File: src/rtl/rng_reader_pkg.sv
// Shared widths and serializer state encoding for the TRNG word reader.
// Imported by rng_word_fifo and rng_word_reader.
package rng_reader_pkg;
  localparam int BYTES_PER_WORD = 4;
  localparam int WORD_W = 32;
  localparam int BYTE_W = 8;
  localparam int IDX_W = $clog2(BYTES_PER_WORD);

  typedef enum logic {
    EMPTY     = 1'b0,
    HAVE_WORD = 1'b1
  } ser_state_e;

  // Byte idx of a word, MSB first.
  function automatic logic [BYTE_W-1:0] pick_byte(
    input logic [WORD_W-1:0] w,
    input logic [IDX_W-1:0]  i
  );
    logic [WORD_W-1:0] s;
    s = w << (BYTE_W * int'(i));
    return s[WORD_W-1 -: BYTE_W];
  endfunction
endpackage

File: src/rtl/rng_word_fifo.sv
// Word FIFO for the TRNG reader; a push at full is accepted
// when a pop happens in the same cycle.
module rng_word_fifo
  import rng_reader_pkg::*;
#(
  parameter int DEPTH = 4,
  localparam int AW = $clog2(DEPTH),
  localparam int LW = $clog2(DEPTH + 1)
) (
  input  logic              clk,
  input  logic              rst_n,
  input  logic              push,
  input  logic [WORD_W-1:0] din,
  input  logic              pop,
  output logic [WORD_W-1:0] dout,
  output logic [LW-1:0]     level,
  output logic              full,
  output logic              empty
);

  logic [WORD_W-1:0] mem [DEPTH];
  logic [AW-1:0]     wr_ptr;
  logic [AW-1:0]     rd_ptr;
  logic              do_push;
  logic              do_pop;

  assign full    = (level == LW'(DEPTH));
  assign empty   = (level == '0);
  assign do_pop  = pop & ~empty;
  assign do_push = push & (~full | do_pop);
  assign dout    = mem[rd_ptr];

  always_ff @(posedge clk or negedge rst_n) begin
    if (!rst_n) begin
      for (int i = 0; i < DEPTH; i++) mem[i] <= '0;
      wr_ptr <= '0;
      rd_ptr <= '0;
      level  <= '0;
    end else begin
      if (do_push) begin
        mem[wr_ptr] <= din;
        wr_ptr      <= wr_ptr + AW'(1);
      end
      if (do_pop) rd_ptr <= rd_ptr + AW'(1);
      case ({do_push, do_pop})
        2'b10:   level <= level + LW'(1);
        2'b01:   level <= level - LW'(1);
        default: level <= level;
      endcase
    end
  end

endmodule

File: src/rtl/rng_word_reader.sv
// TRNG word consumer: buffers 32-bit words, serves bytes MSB first on rd_req edges.
// Optional RNG_READER_PARITY_EN adds a byte_parity output.
module rng_word_reader
  import rng_reader_pkg::*;
#(
  parameter int DEPTH = 4,
  parameter int SYNC_STAGES = 2,
  localparam int LW = $clog2(DEPTH + 1)
) (
  input  logic              clk,
  input  logic              rst_n,
  input  logic              en,
  input  logic [WORD_W-1:0] word_in,
  input  logic              word_valid,
  input  logic              rd_req,
  input  logic              clear_flags,
  output logic [BYTE_W-1:0] byte_out,
  output logic              byte_valid,
  output logic [LW-1:0]     fifo_level,
  output logic              overflow,
`ifdef RNG_READER_PARITY_EN
  output logic              underrun,
  output logic              byte_parity
`else
  output logic              underrun
`endif
);

  logic [SYNC_STAGES-1:0] sync_q;
  logic                   prev_q;
  logic                   strobe;

  ser_state_e        state;
  logic [WORD_W-1:0] cur_word;
  logic [IDX_W-1:0]  idx;
  logic              last_byte;

  logic              push_req;
  logic              pop;
  logic              fifo_full;
  logic              fifo_empty;
  logic [WORD_W-1:0] fifo_dout;
  logic              ovf_set;
  logic              unf_set;
  logic [BYTE_W-1:0] next_byte;

  rng_word_fifo #(.DEPTH(DEPTH)) u_fifo (
    .clk   (clk),
    .rst_n (rst_n),
    .push  (push_req),
    .din   (word_in),
    .pop   (pop),
    .dout  (fifo_dout),
    .level (fifo_level),
    .full  (fifo_full),
    .empty (fifo_empty)
  );

  assign strobe    = sync_q[SYNC_STAGES-1] & ~prev_q;
  assign push_req  = en & word_valid;
  assign last_byte = (idx == IDX_W'(BYTES_PER_WORD - 1));
  assign next_byte = pick_byte(cur_word, idx);

  // Load when idle, or refill on the last byte so reads stay gapless.
  always_comb begin
    pop = 1'b0;
    unique case (1'b1)
      (state == EMPTY):     pop = ~fifo_empty;
      (state == HAVE_WORD): pop = ~fifo_empty & strobe & last_byte;
      default:              pop = 1'b0;
    endcase
  end

  assign ovf_set = push_req & fifo_full & ~pop;
  assign unf_set = strobe & (state == EMPTY);

  always_ff @(posedge clk or negedge rst_n) begin
    if (!rst_n) begin
      sync_q <= '0;
      prev_q <= 1'b0;
    end else begin
      sync_q <= {sync_q[SYNC_STAGES-2:0], rd_req};
      prev_q <= sync_q[SYNC_STAGES-1];
    end
  end

  always_ff @(posedge clk or negedge rst_n) begin
    if (!rst_n) begin
      state      <= EMPTY;
      cur_word   <= '0;
      idx        <= '0;
      byte_out   <= '0;
      byte_valid <= 1'b0;
      overflow   <= 1'b0;
      underrun   <= 1'b0;
`ifdef RNG_READER_PARITY_EN
      byte_parity <= 1'b0;
`endif
    end else begin
      overflow <= (overflow & ~clear_flags) | ovf_set;
      underrun <= (underrun & ~clear_flags) | unf_set;
      case (state)
        EMPTY: begin
          if (strobe) byte_valid <= 1'b0;
          if (!fifo_empty) begin
            cur_word <= fifo_dout;
            idx      <= '0;
            state    <= HAVE_WORD;
          end
        end
        HAVE_WORD: begin
          if (strobe) begin
            byte_out   <= next_byte;
            byte_valid <= 1'b1;
            idx        <= idx + IDX_W'(1);
`ifdef RNG_READER_PARITY_EN
            byte_parity <= ^next_byte;
`endif
            if (last_byte) begin
              if (!fifo_empty) begin
                cur_word <= fifo_dout;
                idx      <= '0;
              end else begin
                state <= EMPTY;
              end
            end
          end
        end
        default: state <= EMPTY;
      endcase
    end
  end

endmodule
File: config.mk
export PLATFORM = sky130hd
export DESIGN_NAME = rng_word_reader
export DESIGN_NICKNAME = d
export VERILOG_FILES = /design/src/rtl/rng_reader_pkg.sv /design/src/rtl/rng_word_fifo.sv /design/src/rtl/rng_word_reader.sv
export SDC_FILE = /design/constraint.sdc
export NUM_CORES = 1
export LEC_CHECK = 0
export CAP_MARGIN = 25
export CORE_ASPECT_RATIO = 1.2
export CORE_UTILIZATION = 50
export DETAILED_ROUTE_END_ITERATION = 8
export GPL_TIMING_DRIVEN = 1
export HOLD_SLACK_MARGIN = 0.06
export PLACE_DENSITY = 0.69
export SYNTH_ARGS = -nofsm -noshare
export SYNTH_HDL_FRONTEND = slang
export SYNTH_SLANG_ARGS = --single-unit
File: constraint.sdc
create_clock -name clk -period 2.8 [get_ports clk]
set_clock_uncertainty 0.1 [all_clocks]
set_input_delay 0.42 -clock clk [delete_from_list [all_inputs] [get_ports clk]]
set_output_delay 0.42 -clock clk [all_outputs]
set_load 0.02 [all_outputs]
Word level (Yosys, flattened, before mapping):

Cells that the tools add are included.

* bits in registers: 184
* bits of input ports: 38
* output and inout port bits: 14
* logic and storage cells: 86

* $add $sub $neg: 5
* order comparisons: 3
* eq/ne operators: 8
* shifts and indexed selects: 1
* mux-type cells: 24
* bitwise logic cells: 22
* reductions and logical operators: 7

Operator list (number)
* $mux 32: 6
* $bwmux 128: 1
* $bmux 32 s2: 1
* $demux 32 s2: 1
* $pmux 32 s2: 1
* $shl 32x5->32: 1
* $and 1x1->1: 11
* $mux 2: 4
* $reduce_and 2->1: 4
* $add 2x1->2 const B: 3
* $ge 3x3->1 const B: 2
* $ne 2x2->1 const B: 3
* $not 1->1: 6
* $not 2->3: 2
* $pmux 1 s2: 3
* $pmux 3 s2: 1
* $mux 1: 5
* $eq 2x2->1 const B: 2
* $pmux 2 s2: 1
* $add 3x1->3 const B: 1
* $eq 3x3->1 const B: 1
* $logic_not 3->1: 1
* $lt 3x1->1 const B: 1
* $or 1x1->1: 3
* other kinds (5): 5

Logic depth before layout (Yosys ltp):

* depth after elaboration: 10
* depth in mapped cells: 10
* gate-level depth less buffers: 10

By module:

A second synthesis with hierarchy kept.

* cell total of the unflattened synthesis: 474
* area total of the unflattened synthesis: 8171.6 um2

Modules (own cells, without submodules)
* rng_word_fifo: instances 1, cells each 349, area each 5973.2 um2, sequential area each 3378.2 um2
* rng_word_reader: instances 1, cells each 125, area each 2198.4 um2, sequential area each 1226.2 um2

Worst setup path before layout:

Ideal clock, no wire load.

* path kind: register -> register
* from: reg idx[0]
* to: reg u_fifo.level[2]
* library setup time: 80 ps
* arrival time: 2138 ps
* data required time: 2620 ps
* slack: 482 ps
* stages on the path, launching flop included: 11
* path buffers: 1
* clock period less this slack: 2318 ps
* path through: dfrtp_1 > ha_1 > nand3b_4 > a21oi_4 > buf_4 > ha_1 > inv_1 > fa_1 > xor2_1 > nor2_1 > xor2_1

* longest elaborated chain between the ends: 8
* elaborated cells between the ends (all ways): 10
* those cells by class: eq/ne: 3; mux: 2; bitwise: 4; reduce/logical: 1

Ends and longest elaborated chain
* from (decl): RTL line rng_word_reader.sv:35 `logic [IDX_W-1:0] idx;`
* from (signal assigned): RTL line rng_word_reader.sv:115 `idx <= idx + IDX_W'(1);`
* $eq 2x2->1 (*): RTL line rng_word_reader.sv:61 `assign last_byte = (idx == IDX_W'(BYTES_PER_WORD - 1));`
* $and 1x1->1 (*): RTL line rng_word_reader.sv:69 `(state == HAVE_WORD): pop = ~fifo_empty & strobe & last_byte;`
* $pmux 1 s2 (*): RTL line rng_word_reader.sv:67 `unique case (1'b1)`
* $and 1x1->1 (*): RTL line rng_word_fifo.sv:29 `assign do_pop = pop & ~empty;`
* via u_fifo.do_pop: RTL line rng_word_fifo.sv:25 `logic do_pop;`
* $or 1x1->1: RTL line rng_word_fifo.sv:30 `assign do_push = push & (~full | do_pop);`
* $and 1x1->1: RTL line rng_word_fifo.sv:30
* $eq 2x1->1 / $eq 2x2->1 (equally long branches): RTL line rng_word_fifo.sv:45 `case ({do_push, do_pop})`
* $pmux 3 s2 / $reduce_bool 2->1 (equally long branches)
* to (signal assigned): RTL line rng_word_fifo.sv:46 `2'b10: level <= level + LW'(1);`
* to (signal assigned): RTL line rng_word_fifo.sv:47 `2'b01: level <= level - LW'(1);`
* to (signal assigned): RTL line rng_word_fifo.sv:48 `default: level <= level;`
* to (decl): RTL line rng_word_fifo.sv:16 `output logic [LW-1:0] level,`

The timed path passes the listed nets; every way through them passes the cells marked *.
A chain may end at the register's enable or synchronous reset.

Final worst setup path:

* from: reg state
* to: reg u_fifo.level[2]

* longest elaborated chain between the ends: 7
* elaborated cells between the ends (all ways): 9
* those cells by class: eq/ne: 2; mux: 2; bitwise: 4; reduce/logical: 1

Ends and longest elaborated chain
* from (decl): RTL line rng_word_reader.sv:33 `ser_state_e state;`
* from (signal assigned): RTL line rng_word_reader.sv:89 `state <= EMPTY;`
* from (signal assigned): RTL line rng_word_reader.sv:108 `state <= HAVE_WORD;`
* from (signal assigned): RTL line rng_word_reader.sv:124 `state <= EMPTY;`
* $not 1->1
* $pmux 1 s2 (*): RTL line rng_word_reader.sv:67
* $and 1x1->1 (*): RTL line rng_word_fifo.sv:29
* $or 1x1->1: RTL line rng_word_fifo.sv:30
* $and 1x1->1: RTL line rng_word_fifo.sv:30
* $eq 2x1->1 / $eq 2x2->1 (equally long branches): RTL line rng_word_fifo.sv:45
* $pmux 3 s2 / $reduce_bool 2->1 (equally long branches)

Every way passes the cells marked *; elsewhere a longest branch is shown, timed or not.

==> metrics.txt <==
DRT iter0 DRCs=179; initial antenna violation count=0; commonest cells after routing, fill and taps aside=dfrtp_1, mux2_2, clkdlybuf4s50_1; post-route setup TNS=0 ns; Area Growth Syn to Fin=16.13%; most common cell after layout, fill and taps aside=dfrtp_1; Worst Hold Depth=0; Clock Latency Late Sink=roughly 0.42 ns; Post-synth EDFFs=0; gpl congestion=roughly 0.74; R2R depth=9; Crit Path Category=register to register; cts hold-fix bufs=1; highest-delay cell along the critical path=dfrtp_1; global-route wire length before repair=~26,000 um; Max-slew headroom=0.5088; number of clock sinks=between 150 and 200; Core ar.=0.01570 mm^2; wire per inst=roughly 21 um; Post-synth ARST share=1.000; ys flop type=dfrtp_1; Clock H-tree levels=4; CTS root buf=clkbuf_16; Final Max Tran Viols=0; Hold/Removal Path Class=register to register; crit-path max cell delay=between 0.5 and 0.6 ns; Required @ worst endpoint=a little over 3 ns; critical path fanouts, max=8; Nets=577; vias post-DR=about 4,200; Antenna Nets Post-Route=0; min Tclk post-route=around 2.4 ns; WL final=~16,000 um; Worst setup EP type=register; Via-to-Cell Ratio=approximately 5.6; Ys Warns=0; post-CTS sizing=0; Max Cap Viol=0; post-synthesis simple-gate area fraction=0.01311; Worst IR Drop VDD=0.4989 mV; I/O pin total=52; syn nets=roughly 520; Die Ht=between 100 and 150 um; largest net degree at the start of global routing=between 70 and 80; R2R setup slack=0.43 ns; sequential area share after synthesis=0.5676; largest family of logic cells by synthesized area=multiplexers; Ant. Diodes=0; outcome=complete, no violations; leakage power=3.979 nW; Worst-path clk slew=roughly 0.06 ns; Worst-Margin Slew=about 0.74 ns; Post-Synth XOR/XNOR Area=0.006478; critical path cell sequence=and4bb_4, a21oi_1, inv_1, ha_1, inv_1, fa_1, xor2_1, nor2_1, xor2_1; IO Port Bufs=51; GRT Total Usage=0.2073; Placed Cells=around 700; Syn Std Cell Area=0.008112 mm^2; # DRC=0; row cnt=50; post-DP HPWL=around 10,000 um; Setup violations, final=0; crit path DAT=~2.6 ns; layout cells sized above 1=0.4807; #FFs+latches synth=about 180; worst path buffer plus inverter count=2; Cells after Synth=between 400 and 500; fin crit share=0.8461; max frequency=between 0.4 and 0.5 GHz; CTS max path bufs=2; GR Overflow Total=0; Adder-Cell Fraction of Synth Area=0.01172; Initial Util=0.5166; final std cells w/o fill=approximately 750; Compound-Gate Fraction of Synth Area=0.01620; top cell family by delay on the critical path=flip-flops; TritonCTS buffer count=17; synthesized area per cell=17.15 um^2; die width=around 120 um; instance count on the critical path=9; vias in the first global route=4,670; Fin. Hold Viols=0; post-synthesis cell type count=29; RSZ-0062 raised after global routing=false; 1st-pass router iterations=4; Startpoint Class=register; Power per Cell Area=around 1100 mW/mm^2; TritonCTS clock tree=built; post-synthesis mux area share=0.3515; Post-CTS Setup Repair Bufs=0; die area=0.01674 mm^2
-- cells by family (layout without fill, tap and decap cells) --
kind of cell    after synthesis  count (layout)
flops                       184             184
simple gates                 16              16
buf+inv                      37             109
xor+xnor                      6               6
compound gates               13              13
mux                         210             210
fa+ha+maj                     7               7
-- cell usage after synthesis (all sizes together), types with 3 or more instances --
master / count / area, um^2
nand2: 6 / 22.52
nand3: 4 / 20.02
ha: 6 / 75.07
xnor2: 3 / 26.28
inv: 10 / 37.54
dfrtp: 184 / 4604
mux2: 169 / 1941
xor2: 3 / 26.28
clkbuf: 5 / 18.77
a21oi: 6 / 86.33
mux4: 40 / 900.9
buf: 22 / 214.0
-- per-layer routing --
layer	up-vias	track usage	routed length, um
li1	1860	-	-
met1	2267	0.2757	7032
met2	58	0.3418	7859
met3	20	0.03738	430
met4	0	0.07895	260
met5	-	0	0
-- flip-flops by register name, indices dropped and copies added, names as in the netlist --
signal,cells
byte_out,8
byte_valid,1
cur_word,32
idx,2
overflow,1
prev_q,1
state,1
sync_q,2
u_fifo.level,3
u_fifo.mem,128
u_fifo.rd_ptr,2
u_fifo.wr_ptr,2
underrun,1
-- final cells by class --
class	instances	area (um^2)
clock buffer	25	505.5
clock inverter	7	90.09
fill	1170	6282
inverter	10	37.54
multi-input combinational	252	3237
sequential	184	4606
tap	208	260.3
timing repair buffer	67	684.4
-- path summary, 6_finish.rpt --
kind | endpoint | start
hold reg to reg | sync_q[1]$_DFF_PN0_ | sync_q[0]$_DFF_PN0_
max in group asynchronous | u_fifo.mem[67]$_DFFE_PN0P_ | rst_n
min in group asynchronous | u_fifo.mem[29]$_DFFE_PN0P_ | rst_n
setup reg to reg | u_fifo.level[2]$_DFFE_PN0P_ | state$_DFF_PN0_
hold / removal | sync_q[1]$_DFF_PN0_ | sync_q[0]$_DFF_PN0_
setup / recovery | u_fifo.level[2]$_DFFE_PN0P_ | state$_DFF_PN0_
-- power breakdown --
group,switching [mW],leakage [nW],internal [mW]
Sequential,0.695,2.23,3.92
Clock,0.941,0.289,1.43
Combinational,1.36,1.46,2.26
-- per-stage QoR --
stage	setup WS [ns]	power, mW	hold WS, ns	util	cell area, um^2
floorplan	0.4818	7.260	0.02441	-	8112
global placement	0.4307	8.158	0.2397	0.5614	8815
detailed placement	0.3485	8.339	0.2465	0.5614	8815
CTS	0.4273	10.74	0.2603	0.5999	9420
global route	0.3088	11.23	0.2634	0.5999	9420
finish	0.4309	10.60	0.2549	0.5999	9420
No activity file was read; power rests on OpenSTA's default activity.
==> RTL change, RTL diff (config.mk and constraints unchanged) <==
Set the parameter `SYNC_STAGES` to 4 (it was 2).
--- a/src/rtl/rng_word_reader.sv
+++ b/src/rtl/rng_word_reader.sv
@@ -6,3 +6,3 @@
   parameter int DEPTH = 4,
-  parameter int SYNC_STAGES = 2,
+  parameter int SYNC_STAGES = 4,
   localparam int LW = $clog2(DEPTH + 1)
Check against the original RTL: not equivalent (Yosys sat finds a counterexample within 4 cycles, from zero or initial values and one cycle with rst_n low).
==> RTL change against the original RTL <==
- synthesized cell count up 0.42%
- combinational power is 2% higher
- count of clock-buffer cells in the layout is 3 lower
- critical path depth unchanged
- wire length decreased by 1.1%
- final cell count grew 0.40%
- sequential cell count rose by 2
- cell area up 0.39%
- sequential share of layout area is 0.34 points higher
- die area is 0.64% higher
- worst setup slack improved by 0.016 ns
- synthesized area is 0.65% higher
- power increased by 1.2%
==> RTL change: results (changes against the original RTL) <==
.. list-table::
   :header-rows: 1

   * - Metric
     - Value
   * - Tot GR Track Use
     - 0.205 (-0.00276)
   * - List of most frequent post-synthesis cells
     - sky130_fd_sc_hd__dfrtp_1 (186), sky130_fd_sc_hd__mux2_2 (158), sky130_fd_sc_hd__mux4_2 (40)
   * - Global Route met2 Usage
     - 0.347 (+0.00539)
   * - Met3 usage
     - 0.0325 (-0.00493)
   * - Worst skew pair latency
     - between 0.4 and 0.5 ns
   * - Ratio of cells with drive above 1 in the final layout
     - 0.480 (-0.000807)
   * - Pin count of the biggest net entering global routing
     - 67 (-12%)
   * - End of the worst hold path
     - sync_q[2]
   * - Wire length of the first global-routing pass
     - 25700 µm (-1.2%)
   * - Post-DP HPWL
     - 10300 µm (+2.2%)
   * - Arrival @ worst endpoint
     - 2.60 ns (about the same)
   * - Yosys warnings
     - 0 (unchanged)
   * - Fillcell total
     - 1218 (+4.1%)
   * - Multiplexer share of the synthesized area
     - 0.349 (-0.00226)
   * - Via count
     - 4222 (+0.40%)
   * - Antenna cell count
     - 0 (unchanged)
   * - Routed length on met1
     - 6860 µm (-2.4%)
   * - Met3 wire length
     - 457 µm (+6.3%)
   * - H-Tree Depth
     - 4 (unchanged)
   * - Internal power consumption
     - 7700 µW (+1.1%)
   * - Routability-driven placement congestion ratio
     - 0.737 (+0.14%)
   * - Normalized max-slew margin
     - 0.534 (+0.0248)
   * - Minimum setup slack after placement
     - 0.359 ns (+0.0106 ns)
   * - Worst IR drop on VDD
     - 0.573 mV (+15%)
   * - Via count of the first global-routing pass
     - 4695 (+0.54%)
   * - Total length of routed met2 wires
     - 7870 µm (+0.15%)
   * - Fraction of the mapped netlist area in compound gates
     - 0.0161 (-0.000104)
   * - Wire length after detailed routing
     - 15400 µm (-1.1%)
   * - Main area contributors after synthesis
     - sky130_fd_sc_hd__dfrtp_1 (57%), sky130_fd_sc_hd__mux2_2 (22%), sky130_fd_sc_hd__mux4_2 (11%), sky130_fd_sc_hd__buf_6 (2.1%), sky130_fd_sc_hd__mux2_4 (1.8%)
   * - Leakage power total
     - 0.00400 µW (+0.60%)
   * - Area share of xor/xnor cells in the synthesized design
     - 0.00644 (-0.0000417)
   * - Synthesized netlist net count
     - 520 (+0.39%)
   * - Path class of the lowest-slack min-delay path
     - reg -> reg
   * - Met1 Resource Use GR
     - 0.268 (-0.00758)
   * - Hold Slack
     - 0.259 ns (+0.00460 ns)
   * - FF-to-FF setup slack
     - 0.45 ns (+0.02 ns)
   * - Post-layout net count
     - 582 (+0.87%)
   * - DRC marker count from the first detailed-route iteration
     - 201 (+12%)
   * - Synthesized-area fraction occupied by adder cells
     - 0.0116 (-0.0000755)
   * - Placed instance area
     - 8860 µm² (+0.54%)
   * - Number of buffers between clock root and the deepest sink
     - 2 (unchanged)
   * - Worst min-delay path startpoint
     - sync_q[1]
   * - Status
     - finished clean
   * - Share of the yosys chip area belonging to registers
     - 0.570 (+0.00248)
==> RTL change: layout make-up <==
cell class | instances | area (µm²) | area share
Clock inverter | 8 | 120 | 0.0127
Multi-Input combinational cell | 252 | 3240 | 0.342
Sequential cell | 186 | 4660 | 0.492
Timing Repair Buffer | 70 | 682 | 0.0721
Tap cell | 208 | 260 | 0.0275
Inverter | 10 | 37.5 | 0.00397
Clock buffer | 22 | 464 | 0.0491
==> RTL change: worst max path at each step <==
stage               slack, ns               to    from
finish                   0.45  u_fifo.level[2]   state
CTS                      0.44  u_fifo.level[2]   state
floorplan                0.48  u_fifo.level[2]  idx[0]
detailed placement       0.36  u_fifo.level[2]      en
global route             0.32  u_fifo.level[2]   state
global placement         0.42  u_fifo.level[2]      en
==> RTL change: per-stage QoR <==
stage | utilization | std cells
after floorplan | - | 475
after global placement | 0.562 | 725
after detailed placement | 0.562 | 725
after CTS | 0.600 | 756
after global routing | 0.600 | 756
final | 0.600 | 756
==> RTL change: timing repair <==
action                    in CTS  in global routing
gates resized for setup        0                  0
hold buffers                   1                  0
hold endpoints to repair      63                  0
==> RTL change: logic make-up after synthesis <==
logic type / after synthesis
XOR/XNOR: 6
adder cells (fa/ha/maj): 7
multiplexers: 210
AND/OR/NAND/NOR: 16
flip-flops: 186
buffers and inverters: 37
AO/OA/AOI/OAI: 13
==> RTL change: power groups by stage <==
stage | Combinational (µW) | Clock [µW] | Sequential, µW
detailed placement | 3760 | 0 | 4710
CTS | 3770 | 2460 | 4670
global placement | 3660 | 0 | 4610
floorplan | 2840 | 0 | 4530
finish | 3680 | 2400 | 4650
global route | 3980 | 2560 | 4820
